### src/rtl/fp_div_iterative_if.sv
// Start/done handshake bundle for the iterative single-precision divider.
// The master drives the request and operands; the slave returns status and the quotient.
interface fp_div_if #(
    parameter int unsigned DataSize = 32
) ();
    logic                start;
    logic [DataSize-1:0] operand1;
    logic [DataSize-1:0] operand2;
    logic                busy;
    logic                done;
    logic [DataSize-1:0] result;
    logic                div_by_zero;

    modport master (
        output start,
        output operand1,
        output operand2,
        input  busy,
        input  done,
        input  result,
        input  div_by_zero
    );

    modport slave (
        input  start,
        input  operand1,
        input  operand2,
        output busy,
        output done,
        output result,
        output div_by_zero
    );
endinterface

### src/rtl/fp_div_iterative.sv
// Multi-cycle radix-2 restoring divider for IEEE-754 single precision, with a fixed
// 27-edge latency, round-to-nearest-even and flush-to-zero of denormals.
module fp_div_iterative #(
    parameter int unsigned DataSize     = 32,
    parameter int unsigned FractionSize = 23,
    parameter int unsigned ExponentSize = 8,
    parameter int unsigned QuotBits     = 26
) (
    input logic     clk_i,
    input logic     rst_ni,
    fp_div_if.slave bus_io
);

    localparam int unsigned MantBits = FractionSize + 1;
    localparam int unsigned RemBits  = MantBits + 1;
    localparam int unsigned ExpWidth = ExponentSize + 2;
    localparam int unsigned CntBits  = $clog2(QuotBits);
    localparam int          Bias     = (2 ** (ExponentSize - 1)) - 1;

    localparam logic [ExponentSize-1:0]    ExpMax  = '1;
    localparam logic signed [ExpWidth-1:0] ExpOvf  = ExpWidth'((2 ** ExponentSize) - 1);
    localparam logic signed [ExpWidth-1:0] ExpZero = '0;

    typedef enum logic [1:0] {StIdle, StDivide, StRound} state_e;
    typedef enum logic [2:0] {SpNone, SpNan, SpDbz, SpInf, SpZero} special_e;

    state_e                      state_q;
    special_e                    spec_q;
    logic                        busy_q;
    logic                        done_q;
    logic                        dbz_q;
    logic [DataSize-1:0]         result_q;
    logic                        sign_q;
    logic signed [ExpWidth-1:0]  exp_q;
    logic [MantBits-1:0]         mb_q;
    logic [RemBits-1:0]          rem_q;
    logic [QuotBits-1:0]         quo_q;
    logic [CntBits-1:0]          cnt_q;

    // Operand decode, evaluated every cycle but only captured on the accepting edge.
    logic                        s_a, s_b;
    logic [ExponentSize-1:0]     e_a, e_b;
    logic [FractionSize-1:0]     f_a, f_b;
    logic                        a_zero, a_inf, a_nan;
    logic                        b_zero, b_inf, b_nan;
    special_e                    spec_d;
    logic [MantBits-1:0]         ma_init;
    logic [MantBits-1:0]         mb_init;
    logic signed [ExpWidth-1:0]  exp_init;

    assign {s_a, e_a, f_a} = bus_io.operand1;
    assign {s_b, e_b, f_b} = bus_io.operand2;

    always_comb begin
        a_zero   = (e_a == '0);
        a_inf    = (e_a == ExpMax) && (f_a == '0);
        a_nan    = (e_a == ExpMax) && (f_a != '0);
        b_zero   = (e_b == '0);
        b_inf    = (e_b == ExpMax) && (f_b == '0);
        b_nan    = (e_b == ExpMax) && (f_b != '0);
        ma_init  = a_zero ? '0 : {1'b1, f_a};
        mb_init  = b_zero ? '0 : {1'b1, f_b};
        exp_init = {2'b00, e_a} - {2'b00, e_b} + ExpWidth'(Bias - 1);
        spec_d   = SpNone;
        if (a_nan || b_nan || (a_zero && b_zero) || (a_inf && b_inf)) begin
            spec_d = SpNan;
        end else if (b_zero && !a_zero && !a_inf) begin
            spec_d = SpDbz;
        end else if (a_inf) begin
            spec_d = SpInf;
        end else if (a_zero || b_inf) begin
            spec_d = SpZero;
        end
    end

    // One restoring step: R < 2*Mb holds throughout, so R fits in RemBits.
    logic               q_bit;
    logic [RemBits-1:0] rem_sub;
    logic [RemBits-1:0] rem_next;

    always_comb begin
        q_bit    = (rem_q >= {1'b0, mb_q});
        rem_sub  = rem_q - {1'b0, mb_q};
        rem_next = (q_bit ? rem_sub : rem_q) << 1;
    end

    // Normalisation, rounding and range handling of the finished quotient.
    logic                        rem_nz;
    logic [MantBits-1:0]         mant;
    logic                        guard_bit;
    logic                        sticky_bit;
    logic                        round_up;
    logic [MantBits:0]           mant_inc;
    logic signed [ExpWidth-1:0]  exp_n;
    logic signed [ExpWidth-1:0]  exp_r;
    logic [FractionSize-1:0]     frac_r;
    logic [DataSize-1:0]         norm_res;
    logic [DataSize-1:0]         final_res;

    always_comb begin
        rem_nz = (rem_q != '0);
        if (quo_q[QuotBits-1]) begin
            mant       = quo_q[QuotBits-1 -: MantBits];
            guard_bit  = quo_q[1];
            sticky_bit = quo_q[0] | rem_nz;
            exp_n      = exp_q + ExpWidth'(1);
        end else begin
            mant       = quo_q[QuotBits-2 -: MantBits];
            guard_bit  = quo_q[0];
            sticky_bit = rem_nz;
            exp_n      = exp_q;
        end
        round_up = guard_bit & (sticky_bit | mant[0]);
        mant_inc = {1'b0, mant} + {{MantBits{1'b0}}, round_up};
        exp_r    = exp_n;
        frac_r   = mant_inc[FractionSize-1:0];
        if (mant_inc[MantBits]) begin
            exp_r  = exp_n + ExpWidth'(1);
            frac_r = '0;
        end
        if (exp_r >= ExpOvf) begin
            norm_res = {sign_q, ExpMax, {FractionSize{1'b0}}};
        end else if (exp_r <= ExpZero) begin
            norm_res = {sign_q, {(DataSize-1){1'b0}}};
        end else begin
            norm_res = {sign_q, exp_r[ExponentSize-1:0], frac_r};
        end

        case (spec_q)
            SpNan:         final_res = {1'b0, ExpMax, 1'b1, {(FractionSize-1){1'b0}}};
            SpDbz, SpInf:  final_res = {sign_q, ExpMax, {FractionSize{1'b0}}};
            SpZero:        final_res = {sign_q, {(DataSize-1){1'b0}}};
            default:       final_res = norm_res;
        endcase
    end

    always_ff @(posedge clk_i or negedge rst_ni) begin
        if (!rst_ni) begin
            state_q  <= StIdle;
            spec_q   <= SpNone;
            busy_q   <= 1'b0;
            done_q   <= 1'b0;
            dbz_q    <= 1'b0;
            result_q <= '0;
            sign_q   <= 1'b0;
            exp_q    <= '0;
            mb_q     <= '0;
            rem_q    <= '0;
            quo_q    <= '0;
            cnt_q    <= '0;
        end else begin
            done_q <= 1'b0;
            unique case (state_q)
                StIdle: begin
                    if (bus_io.start) begin
                        state_q <= StDivide;
                        busy_q  <= 1'b1;
                        cnt_q   <= CntBits'(QuotBits - 1);
                        spec_q  <= spec_d;
                        sign_q  <= s_a ^ s_b;
                        exp_q   <= exp_init;
                        mb_q    <= mb_init;
                        rem_q   <= {1'b0, ma_init};
                        quo_q   <= '0;
                    end
                end
                StDivide: begin
                    rem_q <= rem_next;
                    quo_q <= {quo_q[QuotBits-2:0], q_bit};
                    cnt_q <= cnt_q - CntBits'(1);
                    if (cnt_q == '0) begin
                        state_q <= StRound;
                    end
                end
                StRound: begin
                    state_q  <= StIdle;
                    busy_q   <= 1'b0;
                    done_q   <= 1'b1;
                    result_q <= final_res;
                    dbz_q    <= (spec_q == SpDbz);
                end
                default: state_q <= StIdle;
            endcase
        end
    end

    assign bus_io.busy        = busy_q;
    assign bus_io.done        = done_q;
    assign bus_io.result      = result_q;
    assign bus_io.div_by_zero = dbz_q;

endmodule

### src/flat_wrapper.sv
// flat-port wrapper written by rule: the top's interface ports become plain ports
module fp_div_iterative_flat 
#(
    parameter int unsigned DataSize     = 32,
    parameter int unsigned FractionSize = 23,
    parameter int unsigned ExponentSize = 8,
    parameter int unsigned QuotBits     = 26
)
  (clk_i, rst_ni, bus_io_start, bus_io_operand1, bus_io_operand2, bus_io_busy, bus_io_done, bus_io_result, bus_io_div_by_zero);
  fp_div_if #(.DataSize(DataSize)) bus_io_i ();
  input logic clk_i;
  input logic rst_ni;
  input wire logic [$bits(bus_io_i.start)-1:0] bus_io_start;
  input wire logic [$bits(bus_io_i.operand1)-1:0] bus_io_operand1;
  input wire logic [$bits(bus_io_i.operand2)-1:0] bus_io_operand2;
  output wire logic [$bits(bus_io_i.busy)-1:0] bus_io_busy;
  output wire logic [$bits(bus_io_i.done)-1:0] bus_io_done;
  output wire logic [$bits(bus_io_i.result)-1:0] bus_io_result;
  output wire logic [$bits(bus_io_i.div_by_zero)-1:0] bus_io_div_by_zero;
  assign bus_io_i.start = bus_io_start;
  assign bus_io_i.operand1 = bus_io_operand1;
  assign bus_io_i.operand2 = bus_io_operand2;
  assign bus_io_busy = bus_io_i.busy;
  assign bus_io_done = bus_io_i.done;
  assign bus_io_result = bus_io_i.result;
  assign bus_io_div_by_zero = bus_io_i.div_by_zero;
  fp_div_iterative #(.DataSize(DataSize), .FractionSize(FractionSize), .ExponentSize(ExponentSize), .QuotBits(QuotBits)) u_core (.clk_i(clk_i), .rst_ni(rst_ni), .bus_io(bus_io_i));
endmodule
### config.mk
export PLATFORM = sky130hd
export DESIGN_NAME = fp_div_iterative_flat
export DESIGN_NICKNAME = d
export VERILOG_FILES = /design/src/rtl/fp_div_iterative_if.sv /design/src/rtl/fp_div_iterative.sv /design/src/flat_wrapper.sv
export SDC_FILE = /design/constraint.sdc
export NUM_CORES = 1
export LEC_CHECK = 0
export ABC_AREA = 0
export CAP_MARGIN = 20
export CELL_PAD_IN_SITES_DETAIL_PLACEMENT = 2
export CELL_PAD_IN_SITES_GLOBAL_PLACEMENT = 2
export CORE_MARGIN = 2
export CORE_UTILIZATION = 32
export CTS_BUF_LIST = sky130_fd_sc_hd__clkbuf_16
export CTS_CLUSTER_SIZE = 30
export DETAILED_ROUTE_END_ITERATION = 12
export HOLD_SLACK_MARGIN = 0.02
export PLACE_DENSITY_LB_ADDON = 0.15
export SKIP_CTS_REPAIR_TIMING = 1
export SLEW_MARGIN = 20
export SYNTH_ARGS = -nofsm -noshare
export SYNTH_HDL_FRONTEND = slang
export SYNTH_SLANG_ARGS = --single-unit
### constraint.sdc
create_clock -name clk_i -period 4.9 [get_ports clk_i]
set_input_delay 1.47 -clock clk_i [delete_from_list [all_inputs] [get_ports clk_i]]
set_output_delay 1.47 -clock clk_i [all_outputs]
set_load 0.01 [all_outputs]
==> impl_results.html <==
<table>
<tr><th>Metric</th><th>Value</th></tr>
<tr><th colspan="2">Status</th></tr>
<tr><td>Status</td><td>finished clean</td></tr>
<tr><th colspan="2">Cells and area</th></tr>
<tr><td>Layout fillers</td><td>3159</td></tr>
<tr><td>Final cell count without fillers</td><td>1523</td></tr>
<tr><td>Final cell area excluding filler cells</td><td>0.0110 mm^2</td></tr>
<tr><td>Area taken by flip-flops and latches</td><td>between 0.003 and 0.004 mm^2</td></tr>
<tr><td>Final standard cell utilization of the core</td><td>between 30% and 40%</td></tr>
<tr><td>Number of inserted diodes</td><td>0</td></tr>
<tr><td>Share of post-route cells with drive strength above 1</td><td>7.86%</td></tr>
<tr><td>Layout overhead on the synthesized area</td><td>21.5%</td></tr>
<tr><td>Area used by multi-input combinational logic</td><td>0.00526 mm^2</td></tr>
<tr><td>Final #Nets</td><td>1239</td></tr>
<tr><th colspan="2">Min path</th></tr>
<tr><td>Worst Min Path Start</td><td>u_core.bus_io.busy</td></tr>
<tr><td>Type of the worst min-delay path</td><td>reg2reg</td></tr>
<tr><th colspan="2">Synthesis</th></tr>
<tr><td>Post-synth EDFFs</td><td>0</td></tr>
<tr><td>Seq cells post-synth</td><td>between 100 and 150</td></tr>
<tr><td>Synthesized area per cell</td><td>8.57 um^2</td></tr>
<tr><td>Largest family of logic cells by synthesized area</td><td>compound AO/OA/AOI/OAI gates</td></tr>
<tr><td>Compound-Gate Fraction of Synth Area</td><td>21.4%</td></tr>
<tr><td>Adder and majority cell fraction of the synthesized area</td><td>5.70%</td></tr>
<tr><td>Cell types occupying the most area after synthesis</td><td>sky130_fd_sc_hd__dfrtp_1, sky130_fd_sc_hd__nand2_1, sky130_fd_sc_hd__ha_1</td></tr>
<tr><td>FFs w/ async S/R, synth</td><td>100%</td></tr>
<tr><td>Area share of xor/xnor cells in the synthesized design</td><td>7.43%</td></tr>
<tr><td>Synthesized instance count</td><td>1055</td></tr>
<tr><td>Top cell types by occurrence after synthesis</td><td>sky130_fd_sc_hd__nand2_1, sky130_fd_sc_hd__dfrtp_1, sky130_fd_sc_hd__nor2_1</td></tr>
<tr><td>Warning count from the yosys run</td><td>0</td></tr>
<tr><td>Cell Area, Synth</td><td>approximately 0.0090 mm^2</td></tr>
<tr><td>Count of different cell masters after synthesis</td><td>78</td></tr>
<tr><td>Portion of the post-synthesis area used by sequential elements</td><td>36.3%</td></tr>
<tr><td>Mapped Nets</td><td>1162</td></tr>
<tr><td>Share of synthesized area spent on multiplexers</td><td>2.75%</td></tr>
<tr><td>Top FF cell, synth</td><td>sky130_fd_sc_hd__dfrtp_1</td></tr>
<tr><td>Dominant cell type by area after synthesis</td><td>sky130_fd_sc_hd__dfrtp_1</td></tr>
<tr><td>Area share of the largest cell type after synthesis</td><td>36.3%</td></tr>
<tr><td>Most instantiated library cell after synthesis</td><td>sky130_fd_sc_hd__nand2_1</td></tr>
<tr><td>Simple-gate area share of the yosys netlist</td><td>20.8%</td></tr>
<tr><th colspan="2">Setup path</th></tr>
<tr><td>Critical R2R Launch</td><td>u_core.quo_q[25]</td></tr>
<tr><td>Cells on worst reg2reg path</td><td>14</td></tr>
<tr><td>Launch point of the worst path</td><td>u_core.quo_q[25]</td></tr>
<tr><td>Register-to-register setup slack</td><td>between 0.8 and 0.9 ns</td></tr>
<tr><td>Reg2reg end</td><td>u_core.bus_io.result[9]</td></tr>
<tr><td>CP arrival</td><td>4.41 ns</td></tr>
<tr><td>Crit. End Element</td><td>flip-flop</td></tr>
<tr><td>Nature of the critical path startpoint</td><td>flip-flop</td></tr>
<tr><td>Critical path class</td><td>reg2reg</td></tr>
<tr><td>Required arrival time at the worst endpoint</td><td>5.23 ns</td></tr>
<tr><td>Capture point of the critical path</td><td>u_core.bus_io.result[9]</td></tr>
<tr><td>Crit path max fanout</td><td>26</td></tr>
<tr><th colspan="2">Place</th></tr>
<tr><td>Total placed instance area</td><td>0.0104 mm^2</td></tr>
<tr><td>Total of buffers placed on input and output ports</td><td>101</td></tr>
<tr><td>Setup Slack @ Placement</td><td>roughly 0.55 ns</td></tr>
<tr><td># placed instances</td><td>1490</td></tr>
<tr><td>Final Wtd Congestion</td><td>0.836</td></tr>
<tr><td>DP Wirelength</td><td>22000 um</td></tr>
<tr><th colspan="2">Global route</th></tr>
<tr><td>Busiest layer in global routing</td><td>met2</td></tr>
<tr><td>Global-route wire length before repair</td><td>between 40000 and 50000 um</td></tr>
<tr><td>Met1 usage in global routing</td><td>between 20 and 30%</td></tr>
<tr><td>GRT Total Usage</td><td>20.9%</td></tr>
<tr><td>Number of antenna violations at the first check in global routing</td><td>0</td></tr>
<tr><td>Grt met2 use</td><td>36.1%</td></tr>
<tr><td>Total grt overflow</td><td>0</td></tr>
<tr><td>GRT met3 Usage</td><td>around 2.7%</td></tr>
<tr><td>Number of global-route vias before repair</td><td>8684</td></tr>
<tr><td>Pin count of the biggest net entering global routing</td><td>88</td></tr>
<tr><th colspan="2">Clocking</th></tr>
<tr><td>Clock edge transition at the registers on the reported setup and hold paths</td><td>0.07 ns</td></tr>
<tr><td>Number of sinks on the clock net</td><td>roughly 130</td></tr>
<tr><td>Insertion delay of the later-clocked pin in the worst-skew pair</td><td>approximately 0.44 ns</td></tr>
<tr><td>CTS tree</td><td>yes</td></tr>
<tr><td>Number of CTS-inserted buffers</td><td>17</td></tr>
<tr><td>Clock root buffer</td><td>sky130_fd_sc_hd__clkbuf_16</td></tr>
<tr><td>Number of buffers on the longest clock path</td><td>2</td></tr>
<tr><td>H-tree Lvls</td><td>4</td></tr>
<tr><th colspan="2">Timing</th></tr>
<tr><td>Unrepaired setup endpoints after global routing</td><td>no</td></tr>
<tr><td>Setup TNS</td><td>0 ns</td></tr>
<tr><td>Number of hold-slack violations in the final timing report</td><td>0</td></tr>
<tr><td>Final critical delay including setup and external delays</td><td>between 4 and 5 ns</td></tr>
<tr><td>Min setup slack post-route</td><td>0.820 ns</td></tr>
<tr><td>Final Slew Violations</td><td>0</td></tr>
<tr><td>Final critical-path share of the clock period</td><td>83.3%</td></tr>
<tr><td>Worst Skew</td><td>~0.019 ns</td></tr>
<tr><td>Max Freq</td><td>245 MHz</td></tr>
<tr><td>Headroom to the max-slew limit</td><td>42.1%</td></tr>
<tr><td>Tightest hold margin</td><td>roughly 0.47 ns</td></tr>
<tr><td>Finish-stage setup viols</td><td>0</td></tr>
<tr><td>Worst-Margin Slew</td><td>0.868 ns</td></tr>
<tr><th colspan="2">Pwr</th></tr>
<tr><td>Leakage power figure</td><td>4.50 nW</td></tr>
<tr><td>Power density relative to cell area</td><td>670 mW/mm^2</td></tr>
<tr><td>Total power</td><td>7.36 mW</td></tr>
<tr><td>Peak supply drop</td><td>0.000265 V</td></tr>
<tr><th colspan="2">Drt</th></tr>
<tr><td>Number of antenna-violating nets in the routed design</td><td>0</td></tr>
<tr><td>Number of iterations in the first detailed-routing pass</td><td>4</td></tr>
<tr><td>Final routed wirelength across all metal layers</td><td>29700 um</td></tr>
<tr><td>Post-detailed-route wirelength per cell</td><td>19.5 um</td></tr>
<tr><td>Via density per instance</td><td>5.44</td></tr>
<tr><td>Via Count</td><td>8282</td></tr>
<tr><td>DRC violation count after routing</td><td>0</td></tr>
<tr><td>DR iter-0 viols</td><td>316</td></tr>
<tr><th colspan="2">Floorplan</th></tr>
<tr><td>Height of the chip</td><td>about 170 um</td></tr>
<tr><td>Initial standard-cell utilization of the core</td><td>32.5%</td></tr>
<tr><td>Standard cell core area</td><td>0.0278 mm^2</td></tr>
<tr><td>Die boundary width</td><td>172 um</td></tr>
<tr><td>Boundary Pins</td><td>slightly above 100</td></tr>
<tr><td>Number of rows in the core area</td><td>61</td></tr>
<tr><td>Die area</td><td>approximately 0.030 mm^2</td></tr>
<tr><th colspan="2">Run</th></tr>
<tr><td>Max-capacitance violation count</td><td>0</td></tr>
</table>
## per-layer routing
layer,wire length (um),vias to the layer above,share of wire [%]
li1,-,3936,-
met1,13800,4179,46
met2,14700,132,50
met3,733,35,2.5
met4,521,0,1.8
met5,0,-,0
## cell usage in the layout (no fill, tap or decap), types with 7 or more instances in the layout
| master | n |
|---|---|
| sky130_fd_sc_hd__clkdlybuf4s50_1 | 100 |
| sky130_fd_sc_hd__nand2_1 | 132 |
| sky130_fd_sc_hd__xnor2_1 | 44 |
| sky130_fd_sc_hd__nor4_1 | 20 |
| sky130_fd_sc_hd__nand3_1 | 32 |
| sky130_fd_sc_hd__a22o_1 | 29 |
| sky130_fd_sc_hd__and4_1 | 7 |
| sky130_fd_sc_hd__nor2_1 | 74 |
| sky130_fd_sc_hd__inv_6 | 7 |
| sky130_fd_sc_hd__clkbuf_16 | 17 |
| sky130_fd_sc_hd__o22ai_1 | 23 |
| sky130_fd_sc_hd__o21ai_0 | 73 |
| sky130_fd_sc_hd__ha_1 | 38 |
| sky130_fd_sc_hd__xor2_1 | 29 |
| sky130_fd_sc_hd__a211oi_1 | 10 |
| sky130_fd_sc_hd__a21oi_1 | 65 |
| sky130_fd_sc_hd__a21o_1 | 13 |
| sky130_fd_sc_hd__inv_1 | 61 |
| sky130_fd_sc_hd__mux2i_1 | 17 |
| sky130_fd_sc_hd__dfrtp_1 | 130 |
| sky130_fd_sc_hd__a31oi_1 | 11 |
| sky130_fd_sc_hd__nand2b_1 | 9 |
| sky130_fd_sc_hd__nor3_1 | 21 |
| sky130_fd_sc_hd__nor2b_1 | 8 |
| sky130_fd_sc_hd__and3_1 | 10 |
| sky130_fd_sc_hd__buf_4 | 16 |
| sky130_fd_sc_hd__o31ai_1 | 8 |
| sky130_fd_sc_hd__a22oi_1 | 15 |
| sky130_fd_sc_hd__nand4_1 | 15 |
## worst min-delay path by stage
stage               cells past startpoint                       end
floorplan                               1           u_core.cnt_q[4]
global placement                        2  u_core.bus_io.result[31]
detailed placement                      2        u_core.bus_io.busy
CTS                                     2        u_core.bus_io.busy
global route                            1           u_core.cnt_q[4]
finish                                  2        u_core.bus_io.busy
## worst max-delay path, cell delays in order (launching register included)
cell and delay, ns:
sky130_fd_sc_hd__dfrtp_2 0.49, sky130_fd_sc_hd__buf_4 0.36, sky130_fd_sc_hd__xnor2_1 0.16, sky130_fd_sc_hd__inv_1 0.13, sky130_fd_sc_hd__ha_1 0.26, sky130_fd_sc_hd__inv_1 0.13
sky130_fd_sc_hd__o32ai_1 0.43, sky130_fd_sc_hd__o2111ai_1 0.16, sky130_fd_sc_hd__a211oi_1 0.25, sky130_fd_sc_hd__xnor2_1 0.34, sky130_fd_sc_hd__nand2_1 0.21, sky130_fd_sc_hd__nor4_2 0.48
sky130_fd_sc_hd__nor4b_4 0.13, sky130_fd_sc_hd__clkbuf_8 0.21, sky130_fd_sc_hd__a32o_1 0.22
## registers in the layout, summed over array words and instances (netlist names)
name and cells:
u_core.cnt_q 5, u_core.quo_q 26, u_core.bus_io.div_by_zero 1, u_core.bus_io.done 1, u_core.state_q 2, u_core.rem_q 25
u_core.bus_io.busy 1, u_core.spec_q 3, u_core.sign_q 1, u_core.exp_q 10, u_core.bus_io.result 32, u_core.mb_q 24
## area by class of cell
| cell class | instances | share of cell area (%) |
|---|---|---|
| clock inverters | 15 | 1.54 |
| inverters | 63 | 2.15 |
| clock buffers | 17 | 3.87 |
| multi-input cells | 801 | 47.9 |
| repair buffers | 118 | 10.4 |
| flip-flops and latches | 131 | 29.8 |
| well taps | 378 | 4.30 |
## power breakdown
group	switching [mW]	internal [mW]
Combinational	2.41	1.64
Sequential	0.476	1.48
Clock	0.584	0.764
## kinds of logic after synthesis
group / after synthesis
AO/OA/AOI/OAI: 293
AND/OR/NAND/NOR: 369
buffers and inverters: 123
flip-flops: 131
XOR/XNOR: 75
multiplexers: 24
adder cells (fa/ha/maj): 40
Note: power is estimated with default switching activity, not from simulation.
